[src/rtl/writeback_stage.sv]
// Y86-64 writeback stage with the architectural register file.
// Commits W_valE/W_valM and reports the committed status.
module writeback_stage (
  input  logic        clk,
  input  logic        rst_n,
  input  logic [3:0]  W_icode,
  input  logic [63:0] W_valE,
  input  logic [63:0] W_valM,
  input  logic [3:0]  W_dstE,
  input  logic [3:0]  W_dstM,
  input  logic        W_bubble,
  input  logic [1:0]  W_stat,
  output logic [63:0] reg0,
  output logic [63:0] reg1,
  output logic [63:0] reg2,
  output logic [63:0] reg3,
  output logic [63:0] reg4,
  output logic [63:0] reg5,
  output logic [63:0] reg6,
  output logic [63:0] reg7,
  output logic [63:0] reg8,
  output logic [63:0] reg9,
  output logic [63:0] reg10,
  output logic [63:0] reg11,
  output logic [63:0] reg12,
  output logic [63:0] reg13,
  output logic [63:0] reg14,
  output logic [63:0] reg15,
  output logic [1:0]  w_stat
);

  localparam logic [1:0] SAOK  = 2'b00;
  localparam logic [3:0] INOP  = 4'h0;
  localparam logic [3:0] IHALT = 4'h1;

  logic [63:0] rf_q [15];
  logic [63:0] rf_d [15];
  logic        we;

  assign we = rst_n & ~W_bubble
            & (W_stat == SAOK)
            & (W_icode != INOP)
            & (W_icode != IHALT);

  // RNONE (4'hF) never matches an entry, so it never writes.
  // The M port is applied last so it wins on a shared index.
  always_comb begin
    for (int i = 0; i < 15; i++) begin
      rf_d[i] = rf_q[i];
      if (we && (W_dstE == 4'(i)))
        rf_d[i] = W_valE;
      if (we && (W_dstM == 4'(i)))
        rf_d[i] = W_valM;
    end
  end

  always_ff @(posedge clk or negedge rst_n) begin
    if (!rst_n) begin
      for (int i = 0; i < 15; i++)
        rf_q[i] <= '0;
    end else begin
      for (int i = 0; i < 15; i++)
        rf_q[i] <= rf_d[i];
    end
  end

  assign w_stat = (!rst_n || W_bubble) ? SAOK : W_stat;

  assign reg0  = rf_q[0];
  assign reg1  = rf_q[1];
  assign reg2  = rf_q[2];
  assign reg3  = rf_q[3];
  assign reg4  = rf_q[4];
  assign reg5  = rf_q[5];
  assign reg6  = rf_q[6];
  assign reg7  = rf_q[7];
  assign reg8  = rf_q[8];
  assign reg9  = rf_q[9];
  assign reg10 = rf_q[10];
  assign reg11 = rf_q[11];
  assign reg12 = rf_q[12];
  assign reg13 = rf_q[13];
  assign reg14 = rf_q[14];
  assign reg15 = '0;

endmodule

[config.mk]
export PLATFORM = sky130hd
export DESIGN_NAME = writeback_stage
export DESIGN_NICKNAME = d
export VERILOG_FILES = /design/src/rtl/writeback_stage.sv
export SDC_FILE = /design/constraint.sdc
export NUM_CORES = 2
export LEC_CHECK = 0
export BUFFER_PORTS_ARGS = -buffer_cell sky130_fd_sc_hd__buf_4
export CORE_AREA = 2 2 450 452
export DETAILED_ROUTE_END_ITERATION = 6
export DIE_AREA = 0 0 452 454
export GPL_ROUTABILITY_DRIVEN = 0
export PLACE_DENSITY = 0.41
export SKIP_LAST_GASP = 1
export SYNTH_ARGS = -nofsm -noshare
export SYNTH_HDL_FRONTEND = slang
export SYNTH_SLANG_ARGS = --single-unit
[constraint.sdc]
create_clock -name clk -period 1 [get_ports clk]
set_input_delay 0.05 -clock clk [delete_from_list [all_inputs] [get_ports clk]]
set_output_delay 0.05 -clock clk [all_outputs]
set_load 0.005 [all_outputs]
Word level (Yosys, flattened, before mapping)
Cells that the tools add are included.

Register bits: 960. Bits in latches: 0. RAM bits: 0. ROM bits: 0. Input port bits: 145. Logic and storage cells: 131. Memories: 0.

Add/subtract/negate cells: 0. Multiply operators: 0. Div/mod/pow operators: 0. $lt $le $gt $ge: 0. Equality and inequality tests: 29. Shift-type cells: 0. Mux-type cells: 31. Bitwise gates (word level): 5. Reductions and logical operators: 51.

Operator list (number): $mux W64 (30); $eq A4 B4 Y1 const B (14); $eq A4 B3 Y1 const B (8); $logic_and A1 B1 Y1 (30); $reduce_bool A2 Y1 (15); $eq A4 B2 Y1 const B (4); $eq A4 B1 Y1 const B (2); $logic_not A4 Y1 (2); $and A1 B1 Y1 (4); $ne A4 B1 Y1 const B (1); $reduce_bool A4 Y1 (1); $logic_not A2 Y1 (1); $mux W2 (1); $logic_not A1 Y1 (1); $logic_or A1 B1 Y1 (1); $not A1 Y1 (1).

Longest topological paths before layout
Depth after elaboration: 8. Mapped depth: 8. Gate-level depth less buffers: 4.

Least setup slack after synthesis
Ideal clock, no wire load.

Kind: input -> register. Start: input port W_bubble. End: register rf_q (netlist bit reg5[5]). Data arrival time: 1866 ps. Slack: -948 ps. Stages: 7. Cells stage by stage: or4b_1 buf_6 buf_6 nor4_4 buf_6 nand2_1 a31oi_1.

Longest elaborated chain between the ends: 7. Elaborated cells between the ends (all ways): 9.

RTL lines: from (decl) (RTL line 11) `input logic W_bubble,`; $not A1 Y1 (*) (RTL line 40) `assign we = rst_n & ~W_bubble`; $and A1 B1 Y1 (*) (RTL line 40); $and A1 B1 Y1 (*) (RTL line 41) `& (W_stat == SAOK)`; $and A1 B1 Y1 (*) (RTL line 42) `& (W_icode != INOP)`; $and A1 B1 Y1 (*) (RTL line 43) `& (W_icode != IHALT);`; $logic_and A1 B1 Y1 (on tied branches) (RTL line 52, 50); $mux W64 / $reduce_bool A2 Y1 (equally long branches); to (signal, indexed assignment) (RTL line 63) `rf_q[i] <= rf_d[i];`; to (decl) (RTL line 36) `logic [63:0] rf_q [15];`.

Every way passes the cells marked *; elsewhere a longest branch is shown, timed or not. A chain may end at the register's enable or synchronous reset.

Final worst setup path
Start: register rf_q (netlist bit reg3[33]). End: output port reg3[33].

RTL lines: to (decl) (RTL line 16) `output logic [63:0] reg3,`.

No word-level cell between the ends.

==> results.py <==
metrics = {
    "outcome": {
        "outcome": "complete, but fails checks",
        "violations": "DRC, hold timing, setup timing",
    },
    "synthesis": {
        "synth-xor-area-share": 0,
        "synth_top_family_by_area": "simple AND/OR/NAND/NOR gates",
        "yosysTopAreaCell": "dfrtp_1",
        "synth_top_area_share": 0.5445,
        "synth_mux_area_frac": 0.01928,
        "ys_types": 41,
        "synthTopCellsByArea": "dfrtp_1 54%, nand2_1 14%, a31oi_1 10%",
        "netlist_area_mm2": 0.04412,
        "syn_area_per_cell_um2": 8.476,
        "synth_fa_ha_area_frac": 0,
        "synthSimpleGateAreaFrac": 0.2323,
        "syn_inst": 5205,
        "synth_compound_area_frac": 0.1454,
        "synth_seq_cells": 960,
        "async_flop_share": 1.000,
        "ys.flop_type": "dfrtp_1",
        "synth_edf_count": 0,
        "yosys_warnings": 0,
        "ys_seq_area_frac": 0.5445,
    },
    "timing": {
        "worst_hold_slack_ns": -0.6263,
        "setup_violations": 1943,
        "rsz0062_at_grt": "yes",
        "layout_setup_ws_ns": -0.5059,
        "fin_skew_ns": 0,
        "hold_viol_final": 150,
        "period_share": 1.506,
        "period_minus_slack_ns": 1.506,
        "worst_slew_pin_slew_ns": 1.123,
        "slew_violations": 0,
        "slew_headroom": 0.2510,
        "clock.fmax_mhz": 664.1,
    },
    "power_and_ir_drop": {
        "seq_power_share": 0.381,
        "p_total_mw": 136.4,
        "p_comb_frac": 0.289,
        "internal-power_mw": 94.92,
        "ir_drop_v": 0.001473,
        "switching_share": 0.3043,
        "p_leak_nw": 35.94,
        "p_switching_mw": 41.52,
        "p_clk_frac": 0.330,
        "power_density_mw_per_mm2": 1832,
    },
    "clock_tree": {
        "numCtsBuffers": 118,
        "htreeDepth": 3,
        "root_buffer": "clkbuf_16",
        "clock_path_buffers": 3,
        "clk_latency_ns": 0.77,
        "cts_hold_buf": 134,
        "cts_tree": "built",
        "cts.sinks": 960,
        "path_clk_slew_ns": 0.06,
    },
    "worst_setup_path": {
        "slowest_delay_ns": 0.40,
        "crit_required_ns": 0.95,
        "slowest_stage": "dfrtp_1",
        "crit_arrival_ns": 1.46,
        "rr_startpoint": "reg11[14]",
        "crit_chain": "buf_6 > buf_6",
        "cp-startpoint": "reg3[33]",
        "start_kind": "register",
        "critPathTopFamily": "flip-flops",
        "critPathKind": "register to output port",
        "path_buf_inv": 2,
        "cp_max_fo": 2,
        "crit_path_frequent_cell": "buf_6",
        "endpoint_kind": "output port",
    },
    "finish": {
        "area_growth_pct": 68.79,
        "post_route_cells_drive_above_1_share": 0.3420,
        "design_area_mm2": 0.07447,
        "final_nets": 7135,
        "fillers": 20220,
        "final_cell_mix": "1515 x nand2_1, 998 x buf_6, 945 x dfrtp_1",
        "layout_commonest_cell": "nand2_1",
    },
    "die": {
        "core.rowCount": 165,
        "die_w_um": 452,
        "die_y_um": 454,
        "floorplan.die_area_mm2": 0.2052,
        "ios": 1171,
        "core_area_mm2": 0.2009,
        "start_util": 0.2196,
    },
    "flow_run": {
        "drv_cap": 0,
    },
    "global_routing": {
        "track_usage": 0.2581,
        "grt_pass1_wl_um": 371300,
        "antenna_found_initial": 16,
        "grt_overflow": 0,
        "grt_pass1_vias": 43440,
        "grt_max_degree": 149,
    },
    "placement": {
        "dpl_worst_slack_ns": -1.313,
        "io_buffers": 1105,
        "dpl.hpwl_um": 187300,
        "placed_area_mm2": 0.05858,
    },
    "drt": {
        "first_iter_violations": 4910,
        "wl_per_cell_um": 30.24,
        "dr.pass1.iters": 7,
        "routed_wirelength_um": 295400,
        "vias": 47920,
        "antenna_left": 0,
        "drc": 5,
        "viasPerCell": 4.906,
    },
    "min_path": {
        "hold_class": "input port to asynchronous set/reset pin",
    },
}
[kinds of logic after synthesis]
group / Yosys count
other: 1
muxes: 85
and+or+nand+nor: 2582
AOI/OAI and AO/OA: 993
DFF: 960
buffers and inverters: 584
[per-layer routing]
metal / vias up / global-route usage / wire (um) / share of wire
li1: 20950 / - / - / -
met1: 24050 / 0.3229 / 118700 / 0.40
met2: 2438 / 0.4228 / 138400 / 0.47
met3: 480 / 0.05249 / 22480 / 0.076
met4: 0 / 0.1267 / 15750 / 0.053
met5: - / 0 / 0 / 0
[final cells by class]
class / count / area [um^2] / area share
repair buffers: 2185 / 24330 / 0.3267
flip-flops and latches: 960 / 24040 / 0.3228
well taps: 2672 / 3343 / 0.04489
diodes: 8 / 20.02 / 0.0002688
clock buffers: 184 / 3545 / 0.04760
multi-input cells: 3725 / 18800 / 0.2525
clock inverters: 34 / 384.1 / 0.005158
[state kept, by name, indices dropped and copies added, names as in the netlist]
signal and cells:
reg0 64, reg10 64, reg11 64, reg12 64
reg13 64, reg14 64, reg1 64, reg2 64
reg3 64, reg4 64, reg5 64, reg6 64
reg7 64, reg8 64, reg9 64
[cells in the mapped netlist (all sizes together), types with 8 or more instances]
master     n
nor4       8
buf      147
clkbuf   437
mux2i     85
a31oi    716
dfrtp    960
nor3      11
a221o     60
nor2b     64
nand4      8
a21oi    129
nand2   1610
nand3     12
nor2     825
a22oi     77
[metrics by stage]
stage          instances  hold WS [ns]   TNS, ns    util
6_report            9768       -0.6263   -611.13  0.3707
5_1_grt             9766       -0.6461   -693.33  0.3707
4_1_cts             9458       -0.6807   -592.13  0.3508
3_5_place_dp        8800       0.08094  -1351.12  0.2916
3_3_place_gp        8800       0.08100  -1331.43  0.2916
2_1_floorplan       5268       -0.2456   -747.18       -
[path summary, 6_finish.rpt]
check / to / slack [ns] / cells after the start
max: reg3[33] / -0.51 / 2
min: reg3[61] / -0.63 / 2
max reg2reg: reg11[14] / -0.14 / 4
min reg2reg: reg9[21] / 0.49 / 2
max in group asynchronous: reg9[19] / -0.17 / 7
min in group clk: reg0[16] / 0.01 / 6
[repair_timing]
item,in CTS,in global routing
setup buffers,293,256
cloned,16,48
endpoints found under the hold margin,1198,76
pin swaps,39,135
setup endpoints to repair,1857,1957
resized for setup,1055,214
[power groups by stage]
stage               registers [mW]  logic (mW)  clock network [mW]
floorplan                     50.8        8.04                   0
global placement              51.1        28.4                   0
detailed placement            51.2        28.6                   0
CTS                           51.8        36.6                45.9
global route                  52.6        41.7                47.2
finish                        52.0        39.5                45.0
No activity file was read; power rests on OpenSTA's default activity.
